--- src/rtl/get_command_fsm_param.sv ---
// ---------------------------------------------------------------------------
// get_command_fsm_param
//
// Command fetch/decode FSM for the polynomial evaluation accelerator.
// A start pulse taken in IDLE reads one word from the command buffer.
// The word is split into three fields: opcode (MSBs), arg1, and arg2 (LSBs).
// The read address advances by one per successful fetch and wraps at
// BUFFER_SIZE.
//
// Handshake: start_get_cmd is a level that is only looked at in IDLE. Every
// accepted start produces exactly one done_get_cmd pulse, unless rst
// intervenes. en_rd_cmd is a one-cycle request to the buffer, which must
// present read data RD_LATENCY cycles later. If no command is available,
// done_get_cmd comes back with cmd_empty set and nothing is read.
//
// Ports:
//   clk, rst          rising-edge clock, synchronous active-high reset
//   start_get_cmd     fetch request (IDLE only)
//   cmd_count         unread commands in the buffer (sampled in IDLE)
//   command           buffer read data
//   en_rd_cmd         buffer read enable pulse
//   rd_addr_command   registered buffer read address
//   done_get_cmd      completion pulse
//   cmd_empty         completion was for an empty buffer
//   busy              FSM not in IDLE
//   instr/arg1/arg2   registered decoded fields
//   illegal_instr     only with GET_CMD_ILLEGAL_CHECK_EN
//
// Optional feature macro: GET_CMD_ILLEGAL_CHECK_EN. When it is defined,
// opcodes >= NUM_OPCODES are replaced by all ones (NOP) and flagged.
//
// BUFFER_SIZE must be a power of two (>= 2). RD_LATENCY must be 1..4.
// ---------------------------------------------------------------------------
module get_command_fsm_param #(
    parameter int BUFFER_SIZE = 1024,
    parameter int CMD_WIDTH   = 16,
    parameter int INSTR_WIDTH = 8,
    parameter int ARG1_WIDTH  = 3,
    parameter int ARG2_WIDTH  = 5,
    parameter int RD_LATENCY  = 1,
    parameter int NUM_OPCODES = 16,
    localparam int AW         = $clog2(BUFFER_SIZE)
) (
    input  logic                   clk,
    input  logic                   rst,
    input  logic                   start_get_cmd,
    input  logic [AW:0]            cmd_count,
    input  logic [CMD_WIDTH-1:0]   command,
    output logic                   en_rd_cmd,
    output logic [AW-1:0]          rd_addr_command,
    output logic                   done_get_cmd,
    output logic                   cmd_empty,
    output logic                   busy,
`ifdef GET_CMD_ILLEGAL_CHECK_EN
    output logic                   illegal_instr,
`endif
    output logic [INSTR_WIDTH-1:0] instr,
    output logic [ARG1_WIDTH-1:0]  arg1,
    output logic [ARG2_WIDTH-1:0]  arg2
);

    typedef enum logic [2:0] {
        S_IDLE   = 3'd0,
        S_ISSUE  = 3'd1,
        S_WAIT   = 3'd2,
        S_DECODE = 3'd3,
        S_DONE   = 3'd4
    } state_e;

    // WAIT spans RD_LATENCY-1 cycles. The counter runs 0..WAIT_LAST.
    // With RD_LATENCY == 1, WAIT is never entered and the value is unused.
    localparam int          WAIT_LAST   = (RD_LATENCY > 1) ? RD_LATENCY - 2 : 0;
    localparam logic [1:0]  WAIT_LAST_C = 2'(WAIT_LAST);

    state_e                 state_q, state_d;
    logic [AW-1:0]          rd_addr_q, rd_addr_d;
    logic [1:0]             wait_cnt_q, wait_cnt_d;
    logic                   empty_q, empty_d;
    logic [INSTR_WIDTH-1:0] instr_q, instr_d;
    logic [ARG1_WIDTH-1:0]  arg1_q, arg1_d;
    logic [ARG2_WIDTH-1:0]  arg2_q, arg2_d;

    logic [INSTR_WIDTH-1:0] cmd_instr;
    logic [ARG1_WIDTH-1:0]  cmd_arg1;
    logic [ARG2_WIDTH-1:0]  cmd_arg2;

    assign cmd_instr = command[CMD_WIDTH-1 -: INSTR_WIDTH];
    assign cmd_arg1  = command[ARG2_WIDTH +: ARG1_WIDTH];
    assign cmd_arg2  = command[ARG2_WIDTH-1:0];

`ifdef GET_CMD_ILLEGAL_CHECK_EN
    // One extra bit, so that NUM_OPCODES == 2**INSTR_WIDTH still compares correctly.
    localparam logic [INSTR_WIDTH:0] NUM_OP_C = (INSTR_WIDTH+1)'(NUM_OPCODES);
    logic illegal_q, illegal_d;
`endif

    always_comb begin
        state_d    = state_q;
        rd_addr_d  = rd_addr_q;
        wait_cnt_d = wait_cnt_q;
        empty_d    = empty_q;
        instr_d    = instr_q;
        arg1_d     = arg1_q;
        arg2_d     = arg2_q;
`ifdef GET_CMD_ILLEGAL_CHECK_EN
        illegal_d  = illegal_q;
`endif
        unique case (state_q)
            S_IDLE: begin
                if (start_get_cmd) begin
                    // The empty decision is latched here. A later change of
                    // cmd_count cannot alter a fetch that is already in progress.
                    empty_d = (cmd_count == '0);
                    if (cmd_count == '0) begin
                        state_d = S_DONE;
`ifdef GET_CMD_ILLEGAL_CHECK_EN
                        illegal_d = 1'b0;
`endif
                    end else begin
                        state_d = S_ISSUE;
                    end
                end
            end
            S_ISSUE: begin
                wait_cnt_d = '0;
                state_d    = (RD_LATENCY == 1) ? S_DECODE : S_WAIT;
            end
            S_WAIT: begin
                if (wait_cnt_q == WAIT_LAST_C) begin
                    state_d = S_DECODE;
                end else begin
                    wait_cnt_d = wait_cnt_q + 2'd1;
                end
            end
            S_DECODE: begin
                instr_d   = cmd_instr;
                arg1_d    = cmd_arg1;
                arg2_d    = cmd_arg2;
`ifdef GET_CMD_ILLEGAL_CHECK_EN
                illegal_d = ({1'b0, cmd_instr} >= NUM_OP_C);
                if ({1'b0, cmd_instr} >= NUM_OP_C) begin
                    instr_d = '1;
                end
`endif
                // A power-of-two depth makes the natural overflow the wrap.
                rd_addr_d = rd_addr_q + AW'(1);
                state_d   = S_DONE;
            end
            S_DONE: begin
                state_d = S_IDLE;
            end
            default: begin
                state_d = S_IDLE;
            end
        endcase
    end

    always_ff @(posedge clk) begin
        if (rst) begin
            state_q    <= S_IDLE;
            rd_addr_q  <= '0;
            wait_cnt_q <= '0;
            empty_q    <= 1'b0;
            instr_q    <= '1;
            arg1_q     <= '0;
            arg2_q     <= '0;
`ifdef GET_CMD_ILLEGAL_CHECK_EN
            illegal_q  <= 1'b0;
`endif
        end else begin
            state_q    <= state_d;
            rd_addr_q  <= rd_addr_d;
            wait_cnt_q <= wait_cnt_d;
            empty_q    <= empty_d;
            instr_q    <= instr_d;
            arg1_q     <= arg1_d;
            arg2_q     <= arg2_d;
`ifdef GET_CMD_ILLEGAL_CHECK_EN
            illegal_q  <= illegal_d;
`endif
        end
    end

    // All pulse outputs are decoded from registered state.
    assign en_rd_cmd       = (state_q == S_ISSUE);
    assign done_get_cmd    = (state_q == S_DONE);
    assign cmd_empty       = (state_q == S_DONE) && empty_q;
    assign busy            = (state_q != S_IDLE);
    assign rd_addr_command = rd_addr_q;
    assign instr           = instr_q;
    assign arg1            = arg1_q;
    assign arg2            = arg2_q;
`ifdef GET_CMD_ILLEGAL_CHECK_EN
    assign illegal_instr   = illegal_q;
`endif

endmodule

--- config.mk ---
export PLATFORM = sky130hd
export DESIGN_NAME = get_command_fsm_param
export DESIGN_NICKNAME = d
export VERILOG_FILES = /design/src/rtl/get_command_fsm_param.sv
export SDC_FILE = /design/constraint.sdc
export NUM_CORES = 1
export LEC_CHECK = 0
export CORE_UTILIZATION = 38
export CTS_CLUSTER_SIZE = 40
export DETAILED_ROUTE_END_ITERATION = 8
export HOLD_SLACK_MARGIN = 0.03
export PLACE_DENSITY = 0.75
export SLEW_MARGIN = 20
export SYNTH_ARGS = -nofsm -noshare
export SYNTH_HDL_FRONTEND = slang
export SYNTH_SLANG_ARGS = --single-unit
--- constraint.sdc ---
create_clock -name clk -period 1.2 [get_ports clk]
set_input_delay 0.24 -clock clk [delete_from_list [all_inputs] [get_ports clk]]
set_output_delay 0.24 -clock clk [all_outputs]
set_load 0.03 [all_outputs]
== After elaboration in Yosys (flattened, before gate mapping) ==
Index checks and enable logic that the tools add are counted.
Storage, ports and cells
  input port bits: 30
  register bits: 32
  output and inout bits: 30
Cells by class
  reductions and logical operators: 9
  $add $sub $neg: 2
  equal/unequal tests: 7
  muxes and demuxes: 6
Operators by type and width (count)
  $pmux 3 s4: 1
  $logic_not 11->1: 1
  $add 10x1->10 const B: 1
  $mux 3: 3
  $eq 3x2->1 const B: 2
  $ne 2x2->1 const B: 3
  $reduce_and 2->1: 3
  $pmux 2 s2: 1
  $eq 3x1->1 const B: 1
  $eq 3x3->1 const B: 1
  $logic_not 3->1: 1
  $reduce_bool 3->1: 1
  $add 2x1->2 const B: 1
  $logic_not 2->1: 1
  $mux 2: 1
  $reduce_bool 2->1: 1
  $logic_and 1x1->1: 1

== Logic depth before layout (Yosys ltp) ==
  depth in word-level cells: 4
  mapped depth: 6
  depth with buffers taken out: 6

== Worst setup path after synthesis ==
OpenSTA, ideal clock, no wires.
  path kind: reg-to-output
  start: register state_q[0]
  end: output en_rd_cmd
  slack: -0.270 ns
  data required time: 0.960 ns
  stages on the path, launching flop included: 3
  arrival time: 1.230 ns
  cell sequence: dfxtp_1 buf_4 nor3b_1
Between the ends
  longest elaborated chain between the ends: 1
Ends and longest elaborated chain
  start: declaration: line 75  | state_e state_q, state_d;
  start signal: assignment: line 171  | state_q <= state_d;
  $eq 3x1->1: line 185  | assign en_rd_cmd = (state_q == S_ISSUE);
  end: declaration: line 49  | output logic en_rd_cmd,
No other way between the ends.

== Worst setup path in the final report ==
  start: register state_q[1]
  end: output cmd_empty
Between the ends
  longest elaborated chain between the ends: 2
Ends and longest elaborated chain
  $eq 3x3->1: line 187  | assign cmd_empty = (state_q == S_DONE) && empty_q;
  $logic_and 1x1->1: line 187
  end: declaration: line 52  | output logic cmd_empty,
No other way between the ends.

==> results.ini <==
[routing]
ant_nets=0
drt-total-wl_um=3990
vias=1481
drt-initial-drc-count=35
drcViolationCount=0
via_per_inst=4.82
dr.pass1.iters=4
wire_per_inst_um=13.0

[grt]
antenna_found_initial=0
grt_pass1_vias=1377
grt_max_degree=18
overflow=0
grt_pass1_wl_um=5890
grtUsageTotal_pct=18.8

[floorplanning]
rows=21
start_util_pct=41.3
die_x_um=63.4
ios=60
core_um2=3470
dieArea_um2=4020
dieHeight_um=63.4

[worst_setup_path]
cp_data_required_time_ns=0.96
endpoint_kind=output port
crit_path_top_delay_cell=dfxtp_2
crit_fanout=3
cp_num_buf_inv=2
critPathKind=reg2out
start_kind=flip-flop
critPathTopFamily=flip-flops
cp_common_cell=buf_6
path_cells=buf_6 -> nor2_4 -> and3_4 -> buf_6
worst_ep_arrival_time_ns=1.15
cpPeakStageDelay_ns=0.33

[hold_path]
hold_path.class=reg2reg

[power]
ir_worst_vdd_uv=1230
power_mw=4.50
p_clk_share_pct=25.4
power_leakage_nw=1.16
switchingPower_mw=1.50
power_frac_seq_pct=28.8
swShare_pct=33.3
share_comb_of_total_power_pct=45.8
p_int_mw=3.00
power.density_nw_per_um2=1700

[layout]
fillers=245
final_area_um2=2650
layout.cells.non_filler=307
n_antenna_cell=0
final_core_util_pct=76.4
final_common_cell=buf_4
final_nets=292
layout_common_cells=buf_4, nand2_1, clkdlybuf4s50_1, dfxtp_1, buf_6
area_growth_pct=85.1
drive_gt1_share_pct=44.8

[synthesis]
synthesis.instances=164
synthArstFlopShare_pct=0
avgSynthCellArea_um2=8.73
ys_warn_count=0
synthXorXnorAreaFrac_pct=5.51
synthMuxAreaShare_pct=2.27
synthAdderAreaFrac_pct=1.75
synth_nets=196
yosysSeqAreaShare_pct=44.8
synth-simple-area-share_pct=32.1
synth_top_family_by_area=simple AND/OR/NAND/NOR gates
synth_compound_area_share_pct=8.13
ys_types=38
synth_area_um2=1430
yosysTopAreaCell=dfxtp_1
synth_top_cells_by_area=dfxtp_1, nand2_1, nand3b_1
synth-seq-cells=32
synth_top_area_share_pct=44.8
synth_edf_count=0
synth_flop_cell=dfxtp_1

[timing]
max_freq_mhz=719
period_minus_slack_ns=1.39
slew_headroom_pct=84.7
maxSlewViolCount=0
tightest_slew_ns=0.229
post-route-period-util_pct=116
setup_viol=35
finalClockSkew_ns=0.00464
holdWs_ns=0.455
setup_ws_ns=-0.190
rsz0062_at_grt=yes
finalHoldViolations=0
setup_tns_ns=-2.18

[clock_tree]
clkSlewWorstSetupHoldPaths_ns=0.07
cts_buffers=5
cts_tree=yes
clock_latency_ns=0.29
cts_sinks=32
cts_hold_buf=0
ctsLongestPathBuffers=2
cts_root_buf=clkbuf_8
ctsHtreeMaxLevel=2

[placement]
portBuffers=59
gp_routability_congestion=0.689
dp_hpwl_um=2360
dp_cells=285
place_area_um2=2180
dp_worst_setup_slack_ns=-0.368

[outcome]
status=finished with violations
violations=negative setup slack

[job]
cap_violations=0

[logic make-up after synthesis]
| family | count (synthesis) |
|---|---|
| buffers and inverters | 13 |
| DFF | 32 |
| AOI/OAI and AO/OA | 16 |
| muxes | 3 |
| adders and majority gates | 2 |
| and+or+nand+nor | 89 |
| xor gates and xnor gates | 9 |
[cells in the mapped netlist, types with 2 or more instances]
master,n
dfxtp_1,32
nor3b_1,2
mux2_2,2
nor2b_1,2
and3_1,2
a21oi_1,10
xor2_1,4
buf_4,3
nand2_1,40
buf_2,2
nand3_1,3
inv_1,3
ha_1,2
nor3_1,4
buf_6,2
a22oi_1,2
nor2_1,13
nor2_2,2
nand3b_1,9
nor4_1,2
xnor2_1,5
nand4_1,2
[sequential cells by signal, indices dropped and copies added, names as in the netlist]
| signal | count |
|---|---|
| instr | 8 |
| arg1 | 3 |
| rd_addr_command | 10 |
| arg2 | 5 |
| state_q | 3 |
| empty_q | 1 |
| wait_cnt_q | 2 |
[repair_timing]
item	CTS	global route
buffers inserted	7	4
setup endpoints to repair	19	35
pin swaps	19	15
resized for setup	29	17
cloned	0	3
[worst reg2reg max path, cell delays in order (launching register included)]
cell      delay [ns]
dfxtp_2         0.35
buf_4           0.13
nand3b_1        0.18
buf_4           0.20
nor3b_2         0.17
xnor2_1         0.13
nor2_1          0.06
[area by class of cell]
type | instances | area [um^2] | area share (%)
Clock buffer | 7 | 96.3 | 3.64
Clock inverter | 1 | 30.0 | 1.13
Inverter | 3 | 11.3 | 0.425
Multi-Input combinational cell | 119 | 823 | 31.1
Sequential cell | 32 | 669 | 25.3
Tap cell | 46 | 57.6 | 2.17
Timing Repair Buffer | 99 | 962 | 36.3
[per-layer routing]
layer,vias up,share of wire (%),GRT usage [%]
li1,738,-,-
met5,-,0,0
met3,12,5.4,5.98
met4,0,2.5,9.38
met2,47,50,31.5
met1,684,42,21.3
[power groups by stage]
stage          clock [mW]  combinational [mW]  sequential [mW]
6_report             1.14                2.06             1.29
4_1_cts              1.15                1.79             1.29
5_1_grt              1.21                2.19             1.31
3_5_place_dp            0                1.41             1.31
3_3_place_gp            0                1.41             1.30
2_1_floorplan           0               0.680             1.49
[path summary, 6_finish.rpt]
| path | endpoint | slack (ns) | from | cells after the start |
|---|---|---|---|---|
| min | arg2[1] | 0.45 | arg2[1] | 2 |
| max | cmd_empty | -0.19 | state_q[1] | 4 |
| min reg2reg | arg2[1] | 0.45 | arg2[1] | 2 |
| max reg2reg | rd_addr_command[7] | -0.13 | state_q[1] | 6 |
Power figures use the tool's default switching activity.
